===== config.mk =====
export PLATFORM = sky130hd
export DESIGN_NAME = fifo_uart_tx
export DESIGN_NICKNAME = d
export VERILOG_FILES = /design/src/rtl/fifo_uart_tx.sv
export SDC_FILE = /design/constraint.sdc
export NUM_CORES = 1
export LEC_CHECK = 0
export CAP_MARGIN = 10
export CORE_ASPECT_RATIO = 1.25
export CORE_UTILIZATION = 52
export CTS_CLUSTER_DIAMETER = 150
export CTS_CLUSTER_SIZE = 30
export DETAILED_ROUTE_END_ITERATION = 10
export MAX_ROUTING_LAYER = met4
export PLACE_DENSITY = 0.87
export SYNTH_ARGS = -nofsm -noshare
export SYNTH_HDL_FRONTEND = slang
export SYNTH_SLANG_ARGS = --single-unit

===== constraint.sdc =====
create_clock -name clk_fifo_i -period 2.9 [get_ports clk_fifo_i]
set_input_delay 0.725 -clock clk_fifo_i [delete_from_list [all_inputs] [get_ports clk_fifo_i]]
set_output_delay 0.725 -clock clk_fifo_i [all_outputs]
set_load 0.03 [all_outputs]

===== src/rtl/fifo_uart_tx.sv =====
// Serialises a captured 64-bit word as eight back-to-back UART 8N1 bytes, byte 0 first.
// A rising edge on start while idle launches one frame; tx_done pulses once at the end.
module fifo_uart_tx #(
    parameter int unsigned CLKS_PER_BIT = 16
) (
    input  logic        clk_fifo_i,
    input  logic        reset,
    input  logic        start,
    input  logic [63:0] data_in,
    output logic        tx_serial,
    output logic        tx_busy,
    output logic        tx_done,
    output logic [2:0]  byte_idx
);

    localparam int unsigned CW = (CLKS_PER_BIT > 2) ? $clog2(CLKS_PER_BIT) : 1;
    localparam logic [CW-1:0] CNT_LAST = CW'(CLKS_PER_BIT - 1);

    typedef enum logic [2:0] {
        IDLE,
        START_BIT,
        DATA_BITS,
        STOP_BIT,
        DONE
    } state_e;

    state_e        state_q, state_d;
    logic          start_q;
    logic [63:0]   hold_q, hold_d;
    logic [2:0]    byte_idx_q, byte_idx_d;
    logic [2:0]    bit_cnt_q, bit_cnt_d;
    logic [CW-1:0] clk_cnt_q, clk_cnt_d;
    logic          tx_serial_q, tx_serial_d;

    logic start_edge;
    logic bit_last;

    assign start_edge = start & ~start_q;
    assign bit_last   = (clk_cnt_q == CNT_LAST);

    // NOTE: state uses non-blocking assignments so every register samples the
    // pre-edge values; blocking here would create order-dependent races.
    // NOTE: the 64-bit holding register is reset too, so an aborted frame
    // leaves no stale payload behind.
    always_ff @(posedge clk_fifo_i or posedge reset) begin
        if (reset) begin
            state_q     <= IDLE;
            start_q     <= 1'b0;
            hold_q      <= '0;
            byte_idx_q  <= '0;
            bit_cnt_q   <= '0;
            clk_cnt_q   <= '0;
            tx_serial_q <= 1'b1;
        end else begin
            state_q     <= state_d;
            start_q     <= start;
            hold_q      <= hold_d;
            byte_idx_q  <= byte_idx_d;
            bit_cnt_q   <= bit_cnt_d;
            clk_cnt_q   <= clk_cnt_d;
            tx_serial_q <= tx_serial_d;
        end
    end

    // NOTE: every output of this block gets a hold-value default first so no
    // path through the case statement can infer a latch.
    always_comb begin
        state_d    = state_q;
        hold_d     = hold_q;
        byte_idx_d = byte_idx_q;
        bit_cnt_d  = bit_cnt_q;
        clk_cnt_d  = clk_cnt_q;

        case (state_q)
            IDLE: begin
                if (start_edge) begin
                    hold_d     = data_in;
                    byte_idx_d = '0;
                    bit_cnt_d  = '0;
                    clk_cnt_d  = '0;
                    state_d    = START_BIT;
                end
            end

            START_BIT: begin
                if (bit_last) begin
                    clk_cnt_d = '0;
                    bit_cnt_d = '0;
                    state_d   = DATA_BITS;
                end else begin
                    clk_cnt_d = clk_cnt_q + CW'(1);
                end
            end

            DATA_BITS: begin
                if (bit_last) begin
                    clk_cnt_d = '0;
                    if (bit_cnt_q == 3'd7) begin
                        state_d = STOP_BIT;
                    end else begin
                        bit_cnt_d = bit_cnt_q + 3'd1;
                    end
                end else begin
                    clk_cnt_d = clk_cnt_q + CW'(1);
                end
            end

            STOP_BIT: begin
                if (bit_last) begin
                    clk_cnt_d = '0;
                    if (byte_idx_q == 3'd7) begin
                        state_d = DONE;
                    end else begin
                        byte_idx_d = byte_idx_q + 3'd1;
                        state_d    = START_BIT;
                    end
                end else begin
                    clk_cnt_d = clk_cnt_q + CW'(1);
                end
            end

            DONE: begin
                state_d = IDLE;
            end

            default: begin
                state_d = IDLE;
            end
        endcase
    end

    // Line level is decoded from the next state so the registered pin changes
    // on the same edge as the state it belongs to.
    always_comb begin
        tx_serial_d = 1'b1;
        case (state_d)
            START_BIT: tx_serial_d = 1'b0;
            DATA_BITS: tx_serial_d = hold_d[{byte_idx_d, bit_cnt_d}];
            default:   tx_serial_d = 1'b1;
        endcase
    end

    assign tx_serial = tx_serial_q;
    assign tx_busy   = (state_q == START_BIT) || (state_q == DATA_BITS) || (state_q == STOP_BIT);
    assign tx_done   = (state_q == DONE);
    assign byte_idx  = byte_idx_q;

endmodule


# [After elaboration in Yosys (flattened, before gate mapping)]
# Cells that the tools add are included.
[word_totals] latchBits=0 regBits=79 wordCells=53 out_inout_bits=6 memories=0 mem_bits_ro=0 mem_bits_rw=0
[op_classes] shift=0 order_cmp=1 muxes=24 n_mul=0 div_mod_pow=0 reduce_logical=6 n_eq_ne=10 addsub=3 n_bitwise=2
[op_table] operator="$mux 64" count=2
[op_table] operator="$mux 3" count=13
[op_table] operator="$pmux 3 s4" count=1
[op_table] operator="$eq 3x2->1 const B" count=3
[op_table] operator="$eq 3x3->1 const B" count=3
[op_table] operator="$pmux 3 s3" count=1
[op_table] operator="$mux 4" count=2
[op_table] operator="$pmux 4 s2" count=1
[op_table] operator="$lt 6x7->1 const B" count=1
[op_table] operator="$add 3x1->3 const B" count=2
[op_table] operator="$bmux 1 s6" count=1
[op_table] operator="$eq 3x1->1 const B" count=2
[op_table] operator="$pmux 3 s2" count=1
[op_table] operator="$add 4x1->4 const B" count=1
[op_table] operator="$eq 4x4->1 const B" count=1
[op_table] operator="$logic_not 3->1" count=1
[op_table] operator="$reduce_or 3->1" count=1
[op_table] operator="$logic_or 1x1->1" count=2
[op_table] operator="$ne 2x2->1 const B" count=1
[op_table] operator="$pmux 1 s2" count=1
[op_table] operator="$reduce_and 2->1" count=1
[op_table] operator="$reduce_bool 2->1" count=1
[op_table] operator="$and 1x1->1" count=1
[op_table] operator="$mux 1" count=1
[op_table] operator="$not 1->1" count=1

# [Depth between registers and ports, before layout]
[logic_depth] word_depth=7 ltp_mapped=13 depth_no_buf=11

# [Worst setup path after synthesis]
# Ideal clock, no wire load.
[synth_timing] path_kind="input port to flip-flop" start="input port start" end="register tx_serial_q, in the netlist tx_serial" slack_ns=0.087 stages=9 setup_ns=0.098 arrival_time_ns=2.715 n_path_buf=0 path_cell_list="or3b_4 o21a_1 a31oi_1 o21ai_2 mux4_2 nor4_1 or4b_1 a221o_1 o311ai_1"
[synth_via] elab_chain_cells=6 word_cells_on_any_way=14
[synth_rtl] element="start: declaration" line="8" text="input logic start,"
[synth_rtl] element="$and 1x1->1 *" line="38" text="assign start_edge = start & ~start_q;"
[synth_rtl] element="$mux 3 or $mux 64 (tied branches)" line="76" text="if (start_edge) begin"
[synth_rtl] element="$pmux 3 s3 (tied with other cells)" line="74" text="case (state_q)"
[synth_rtl] element="$bmux 1 s6" line="138" text="DATA_BITS: tx_serial_d = hold_d[{byte_idx_d, bit_cnt_d}];"
[synth_rtl] element="$mux 1 (not written as such)" line="138"
[synth_rtl] element="$pmux 1 s2 *" line="136" text="case (state_d)"
[synth_rtl] element="via tx_serial_d" line="33" text="logic tx_serial_q, tx_serial_d;"
[synth_rtl] element="end signal: assignment" line="61" text="tx_serial_q <= tx_serial_d;"
[synth_rtl] element="end: declaration" line="33"
# Mark *: on every way through the listed nets, which the timed path passes. The rest lies on a longest branch. The select of a mux whose other input is x is not followed.
# A chain may end at the register's enable or synchronous reset.

# [Worst setup path in the final report]
# Same ends and word-level chain as after synthesis.

==> flow_metrics.env <==
export IMPL_status="completed"
export IMPL_num_rows=35
export IMPL_drtAntennaViolNets=0
export IMPL_path_depth=11
export IMPL_gp_congestion=0.896
export IMPL_setup_violations=0
export IMPL_final_max_slew_viol_count=0
export IMPL_port_buffers=72
export IMPL_grtUsageTotal=0.272
export IMPL_cp_arrival_ns=3.12
export IMPL_setup_tns_ns=0
export IMPL_cp_slowest_stage_delay_ns=0.52
export IMPL_crit_buf_inv=2
export IMPL_core_area_um2=7360
export IMPL_cts_max_level=3
export IMPL_drtIter0Drc=301
export IMPL_cp_endpoint="tx_serial$_DFF_PP1_"
export IMPL_synth_nets=515
export IMPL_p_per_area_nw_per_um2=895
export IMPL_path_class="primary input to flop"
export IMPL_total_power_mw=4.75
export IMPL_timing_rr_start="clk_cnt_q[0]$_DFFE_PP0P_"
export IMPL_clockRootBuffer="clkbuf_8"
export IMPL_drive_above_1_share=0.163
export IMPL_grt_pass1_wl_um=16100
export IMPL_finalCritPeriodShare=0.991
export IMPL_drcViolationCount=0
export IMPL_ff2ff_path_depth=12
export IMPL_fillers=548
export IMPL_leakagePower_nw=2.57
export IMPL_fin_nets=622
export IMPL_clock_sinks=79
export IMPL_ir_drop_v=0.000479
export IMPL_maxCapViolCount=0
export IMPL_synth_warnings=0
export IMPL_p_switching_mw=1.79
export IMPL_multi_input_area_um2=1860
export IMPL_synth_largest_area_cell="dfrtp_1"
export IMPL_areaGrowthSynthToFinish_pct=34.9
export IMPL_drt_wl_total_um=9710
export IMPL_grt_remaining_overflow=0
export IMPL_synthCells=445
export IMPL_seq_power_share=0.393
export IMPL_worst_pin_slew_ns=0.385
export IMPL_ys_ff_latch=79
export IMPL_crit_path_start_kind="primary input"
export IMPL_finalHoldViolations=0
export IMPL_rsz0062_at_grt="yes"
export IMPL_start_util=0.535
export IMPL_io_pins=73
export IMPL_cp_top_family="simple AND/OR/NAND/NOR gates"
export IMPL_fin_skew_ns=0.0111
export IMPL_layout_commonest_cell="nand2_1"
export IMPL_critPathRequiredTime_ns=3.15
export IMPL_p_int_mw=2.96
export IMPL_drt_pass1_iterations=4
export IMPL_synth_area_um2=3930
export IMPL_reg2reg_to="tx_serial$_DFF_PP1_"
export IMPL_die_x_um=79.8
export IMPL_seqCellArea_um2=1980
export IMPL_yosysSeqAreaShare=0.503
export IMPL_synth_edf_count=0
export IMPL_crit_path_end_kind="flop"
export IMPL_synth_area_top_cells="dfrtp_1 50%, nand2_1 19%, mux2i_1 5.9%, nor2_1 1.9%, buf_2 1.1%"
export IMPL_vias_per_cell=5.49
export IMPL_power_share_clock=0.166
export IMPL_cpMaxStageDelayCell="or4b_1"
export IMPL_synth_top_area_share=0.496
export IMPL_cp_cell_sequence="dlygate4sd2_1 -> or3b_4 -> o21a_1 -> a31oi_1 -> o21ai_2 -> buf_12 -> mux4_2 -> nor3_1 -> or4b_1 -> a221o_1 -> o311ai_1"
export IMPL_cts_hold_buf=0
export IMPL_dieArea_um2=7920
export IMPL_yosysUniqueCellTypes=59
export IMPL_grt_pass1_vias=3503
export IMPL_max_slew_margin=0.737
export IMPL_worstSkewPairLatency_ns=0.35
export IMPL_fin_crit_ns=2.87
export IMPL_num_antenna_cells=0
export IMPL_cp_startpoint="start"
export IMPL_async_flop_share=1.00
export IMPL_layout_common_cells="202 x nand2_1, 77 x dfrtp_1, 71 x clkdlybuf4s50_1"
export IMPL_hpwl_um=6850
export IMPL_clkTransAtPathRegs_ns=0.08
export IMPL_avgSynthCellArea_um2=8.84
export IMPL_reg2reg_slack_ns=0.07
export IMPL_chipHeight_um=99.2
export IMPL_ys_dominant_reg_cell="dfrtp_1"
export IMPL_cts_buffer_depth=2
export IMPL_vias=3560
export IMPL_swShare=0.376
export IMPL_p_comb_frac=0.441
export IMPL_hold_path_class="flop to flop"
export IMPL_antenna_found_initial=0
export IMPL_wl_per_cell_um=15.0
export IMPL_cts_buffers=9
export IMPL_cp_max_fo=3
export IMPL_fmaxAchievable_ghz=0.348
export IMPL_grt_max_degree=80
export IMPL_cts_tree="done"
-- worst min-delay path by stage --
stage	from	to	slack, ns	cells after the start
floorplan	hold_q[21]$_DFF_PP0_	hold_q[21]$_DFF_PP0_	0.43	2
global placement	hold_q[47]$_DFF_PP0_	hold_q[47]$_DFF_PP0_	0.45	2
detailed placement	hold_q[39]$_DFF_PP0_	hold_q[39]$_DFF_PP0_	0.46	2
CTS	hold_q[39]$_DFF_PP0_	hold_q[39]$_DFF_PP0_	0.48	2
global route	hold_q[56]$_DFF_PP0_	hold_q[56]$_DFF_PP0_	0.49	2
finish	hold_q[39]$_DFF_PP0_	hold_q[39]$_DFF_PP0_	0.48	2
-- timing repair --
| action | CTS | global route |
|---|---|---|
| endpoints found under the setup margin | 1 | 2 |
| pin swaps | 3 | 3 |
| gates resized for setup | 8 | 10 |
| buffers inserted | 3 | 6 |
-- power by group through the flow --
stage / sequential, mW / clock, mW / combinational [mW]
5_1_grt: 1.92 / 0.866 / 2.30
4_1_cts: 1.85 / 0.796 / 2.00
3_5_place_dp: 1.87 / 0 / 1.94
2_1_floorplan: 1.80 / 0 / 1.31
3_3_place_gp: 1.83 / 0 / 1.84
6_report: 1.87 / 0.787 / 2.09
-- logic make-up after synthesis --
group           count (synthesis)  share of synthesized area
compound gates                 46                     0.0891
xor+xnor                        3                    0.00668
fa+ha+maj                       3                    0.00954
buf+inv                        29                     0.0385
flops                          79                      0.503
mux                            30                     0.0849
simple gates                  255                      0.268
-- cell type report --
type,count,area share
Multi-Input combinational cell,337,0.351
Clock inverter,7,0.0120
Sequential cell,79,0.373
Tap cell,92,0.0217
Timing Repair Buffer,119,0.215
Clock buffer,9,0.0233
Inverter,6,0.00448
-- worst reg2reg max path, cell delays in order, from the launching register on --
cell       delay, ns
dfrtp_1         0.42
ha_2            0.26
nand3_4         0.15
nor3_4          0.26
or2_2           0.18
nand2_4         0.05
clkinv_2        0.09
buf_4           0.18
mux2_2          0.36
a211oi_2        0.25
o2111ai_1       0.14
a41oi_1         0.28
o311ai_1        0.12
-- sequential cells by signal (all words and copies together) (netlist names) --
name,cells
start_q,1
bit_cnt_q,3
byte_idx,3
tx_serial,1
hold_q,64
clk_cnt_q,4
state_q,3
-- cell usage after synthesis, drive strengths merged, types with 2 or more instances --
library cell	instances
nand2	204
dfrtp	78
mux2i	24
nor2	21
buf	18
o21ai	9
a211oi	5
clkbuf	5
inv	5
nand2b	5
nor3	5
mux2	4
nand3	4
or3	4
a21o	3
a21oi	3
a221o	3
ha	3
nand4	3
o2111ai	3
xor2	3
a211o	2
a22oi	2
a31oi	2
and3	2
mux4	2
o211ai	2
o21a	2
-- routing by layer --
metal | global-route usage | up-vias | routed length [um]
met5 | - | - | 0
met4 | 0.122 | 0 | 203
met3 | 0.0422 | 24 | 536
met2 | 0.436 | 132 | 5060
met1 | 0.340 | 1719 | 3920
li1 | - | 1685 | -
-- per-stage QoR --
| stage | util | instances | area (um2) | setup slack, ns | hold slack [ns] |
|---|---|---|---|---|---|
| 2_1_floorplan | - | 445 | 3930 | 0.0867 | 0.433 |
| 3_3_place_gp | 0.676 | 624 | 4970 | -0.589 | 0.450 |
| 3_5_place_dp | 0.676 | 624 | 4970 | -0.644 | 0.459 |
| 4_1_cts | 0.710 | 643 | 5220 | 0.00157 | 0.477 |
| 5_1_grt | 0.721 | 649 | 5310 | -0.0724 | 0.488 |
| 6_report | 0.721 | 649 | 5310 | 0.0264 | 0.478 |
(Power assumes the default switching activity.)
==> edit: new RTL, same flow settings <==
Take the reset off `hold_q` and load it in a clocked block of its own.
--- a/src/rtl/fifo_uart_tx.sv
+++ b/src/rtl/fifo_uart_tx.sv
@@ -46,7 +46,6 @@
         if (reset) begin
             state_q     <= IDLE;
             start_q     <= 1'b0;
-            hold_q      <= '0;
             byte_idx_q  <= '0;
             bit_cnt_q   <= '0;
             clk_cnt_q   <= '0;
@@ -54,12 +53,15 @@
         end else begin
             state_q     <= state_d;
             start_q     <= start;
-            hold_q      <= hold_d;
             byte_idx_q  <= byte_idx_d;
             bit_cnt_q   <= bit_cnt_d;
             clk_cnt_q   <= clk_cnt_d;
             tx_serial_q <= tx_serial_d;
         end
+    end
+
+    always_ff @(posedge clk_fifo_i) begin
+        hold_q <= hold_d;
     end
 
     // NOTE: every output of this block gets a hold-value default first so no
Check against the original RTL: no difference found for any inputs over 10 cycles, from zero or initial values and one cycle with reset high; that may be too few to reach the edited logic, so the function may still have changed.
==> edit against the original RTL <==
- the flow now finishes with violations (negative setup slack)
- routed wire length shrank 12%
- sequential cell count is the same
- first-iteration DRC count shrank 59%
- setup slack lost 0.028 ns
- final area shrank 6.6%
- global-route usage shrank 2.7 points
- area after synthesis shrank 4.8%
- final cell count shrank 22%
- critical endpoint unchanged
Power is not compared: it rests on default switching activity, and its combinational part moved more than twofold at a synthesized area within 25%.
==> edit: results <==
set metrics [dict create \
    grt_pass1_wl_um 13800 \
    place_hpwl_um 6200 \
    synth_nets 391 \
    vias 2806 \
    synth_seq_area_share 0.443 \
    cts_buffer_depth 2 \
    hold_depth 1 \
    grt_pass1_vias 2887 \
    worst_pin_slew_ns 0.681 \
    drive_above_1_share 0.312 \
    clock_power_mw 0.847 \
    status "complete, but fails checks" \
    fin_nets 482 \
    hold_class "reg2reg" \
    max-cap-violations 0 \
    worst_clock_skew_ns 0.00539 \
    clockRootBuffer "clkbuf_8" \
    synthDistinctLibCells 61 \
    grt_max_degree 19 \
    antenna_found_initial 0 \
    p_sw_frac 0.219 \
    wirelength_um 8550 \
    cp_max_fo 11 \
    yosys_most_used_dff "dfxtp_1" \
    cp.arrival_ns 3.17 \
    rr_startpoint "clk_cnt_q[0]$_DFFE_PP0P_" \
    antenna_cells 0 \
    holdCritStartpoint "hold_q[4]$_DFF_P_" \
    hold_end "hold_q[4]$_DFF_P_" \
    yosys-top-cells-area "dfxtp_1 (34%), mux2_2 (20%), mux2i_1 (9.9%), dfrtp_1 (9.4%), nor2_1 (1.6%)" \
    synth.top_cells.by_count "mux2_2 (67), dfxtp_1 (64), mux2i_1 (37)" \
    drt_first_pass_iters 5 \
    ir_drop_mv 0.353 \
    combinationalPower_mw 0.203 \
    worst_slack_ns -0.00191 \
    htreeDepth 3 \
    fillers 489 \
    synthArstFlopShare 0.190 \
    dr.first_iter.drc_count 123 \
    clk_latency_ns 0.35 \
    groute.usage.overall 0.245 \
    setup_viol 1 \
    place_congestion 0.921 \
    violations "negative setup slack" \
    r2r_slack_ns 0.20 \
    worstRegToRegCells 10 \
]
-- edit: cell types whose count changed in the layout (fill, tap and decap cells not counted), moves of 4 or more --
cell      unedited run  this run
a22oi_1              1         5
buf_4               39        20
clkinv_2             6         2
dfrtp_1             77        13
dfxtp_1              0        64
mux2_2               4        67
mux2i_1             23        36
nand2_1            202        12
o211ai_1             2         6
-- edit: metal layers --
metal / routed length (um) / GRT usage / vias to the layer above / part of all wire
li1: - / - / 1354 / -
met1: 3500 / 0.271 / 1362 / 0.41
met2: 4570 / 0.430 / 72 / 0.53
met3: 257 / 0.0491 / 18 / 0.030
met4: 221 / 0.0912 / 0 / 0.026
met5: 0 / - / - / 0
-- edit: cell type report --
class / instances / area [um2] / area share
clock inverter: 5 / 53.8 / 0.0109
timing repair buffer: 98 / 991 / 0.200
sequential: 79 / 1660 / 0.335
tap: 90 / 113 / 0.0227
clock buffer: 11 / 153 / 0.0308
inverter: 6 / 25.0 / 0.00505
multi-input combinational: 218 / 1960 / 0.396
-- edit: metrics by stage --
step | hold slack [ns] | worst slack, ns | TNS, ns | area (um2) | cells
after floorplan | 0.445 | 0.371 | 0 | 3750 | 321
after global placement | 0.452 | -0.228 | -0.228 | 4720 | 490
after detailed placement | 0.461 | -0.349 | -0.349 | 4720 | 490
after CTS | 0.480 | 0.0289 | 0 | 4920 | 506
after global routing | 0.494 | -0.0901 | -0.0901 | 4960 | 507
final | 0.479 | -0.00191 | -0.00191 | 4960 | 507
-- edit: cell families after synthesis --
family | count (synthesis) | share of synthesized area
buf+inv | 24 | 0.0417
flops | 79 | 0.443
mux | 106 | 0.307
fa+ha+maj | 3 | 0.0100
xor+xnor | 3 | 0.00702
compound gates | 44 | 0.0929
simple gates | 62 | 0.0985
-- edit: worst max-delay path, stage by stage --
cell and delay (ns):
clkdlybuf4s50_1 0.51, nor4b_4 0.27, nor2b_4 0.27, buf_12 0.17, buf_12 0.13, mux2_2 0.35, mux2i_1 0.18, mux2i_1 0.11
a22oi_1 0.18, o211a_1 0.18, a22oi_1 0.08
-- edit: worst max path at each step --
stage | startpoint | slack [ns] | endpoint | cells past startpoint
after global routing | start | -0.09 | tx_serial$_DFF_PP1_ | 11
after floorplan | start | 0.37 | tx_serial$_DFF_PP1_ | 10
after detailed placement | start | -0.35 | tx_serial$_DFF_PP1_ | 12
after CTS | start | 0.03 | tx_serial$_DFF_PP1_ | 11
final | start | -0.002 | tx_serial$_DFF_PP1_ | 11
after global placement | start | -0.23 | tx_serial$_DFF_PP1_ | 11
-- edit: timing repair --
action,CTS,global route
setup endpoints to repair,1,2
pin swaps,1,2
gates resized for setup,0,5
setup buffers,0,1
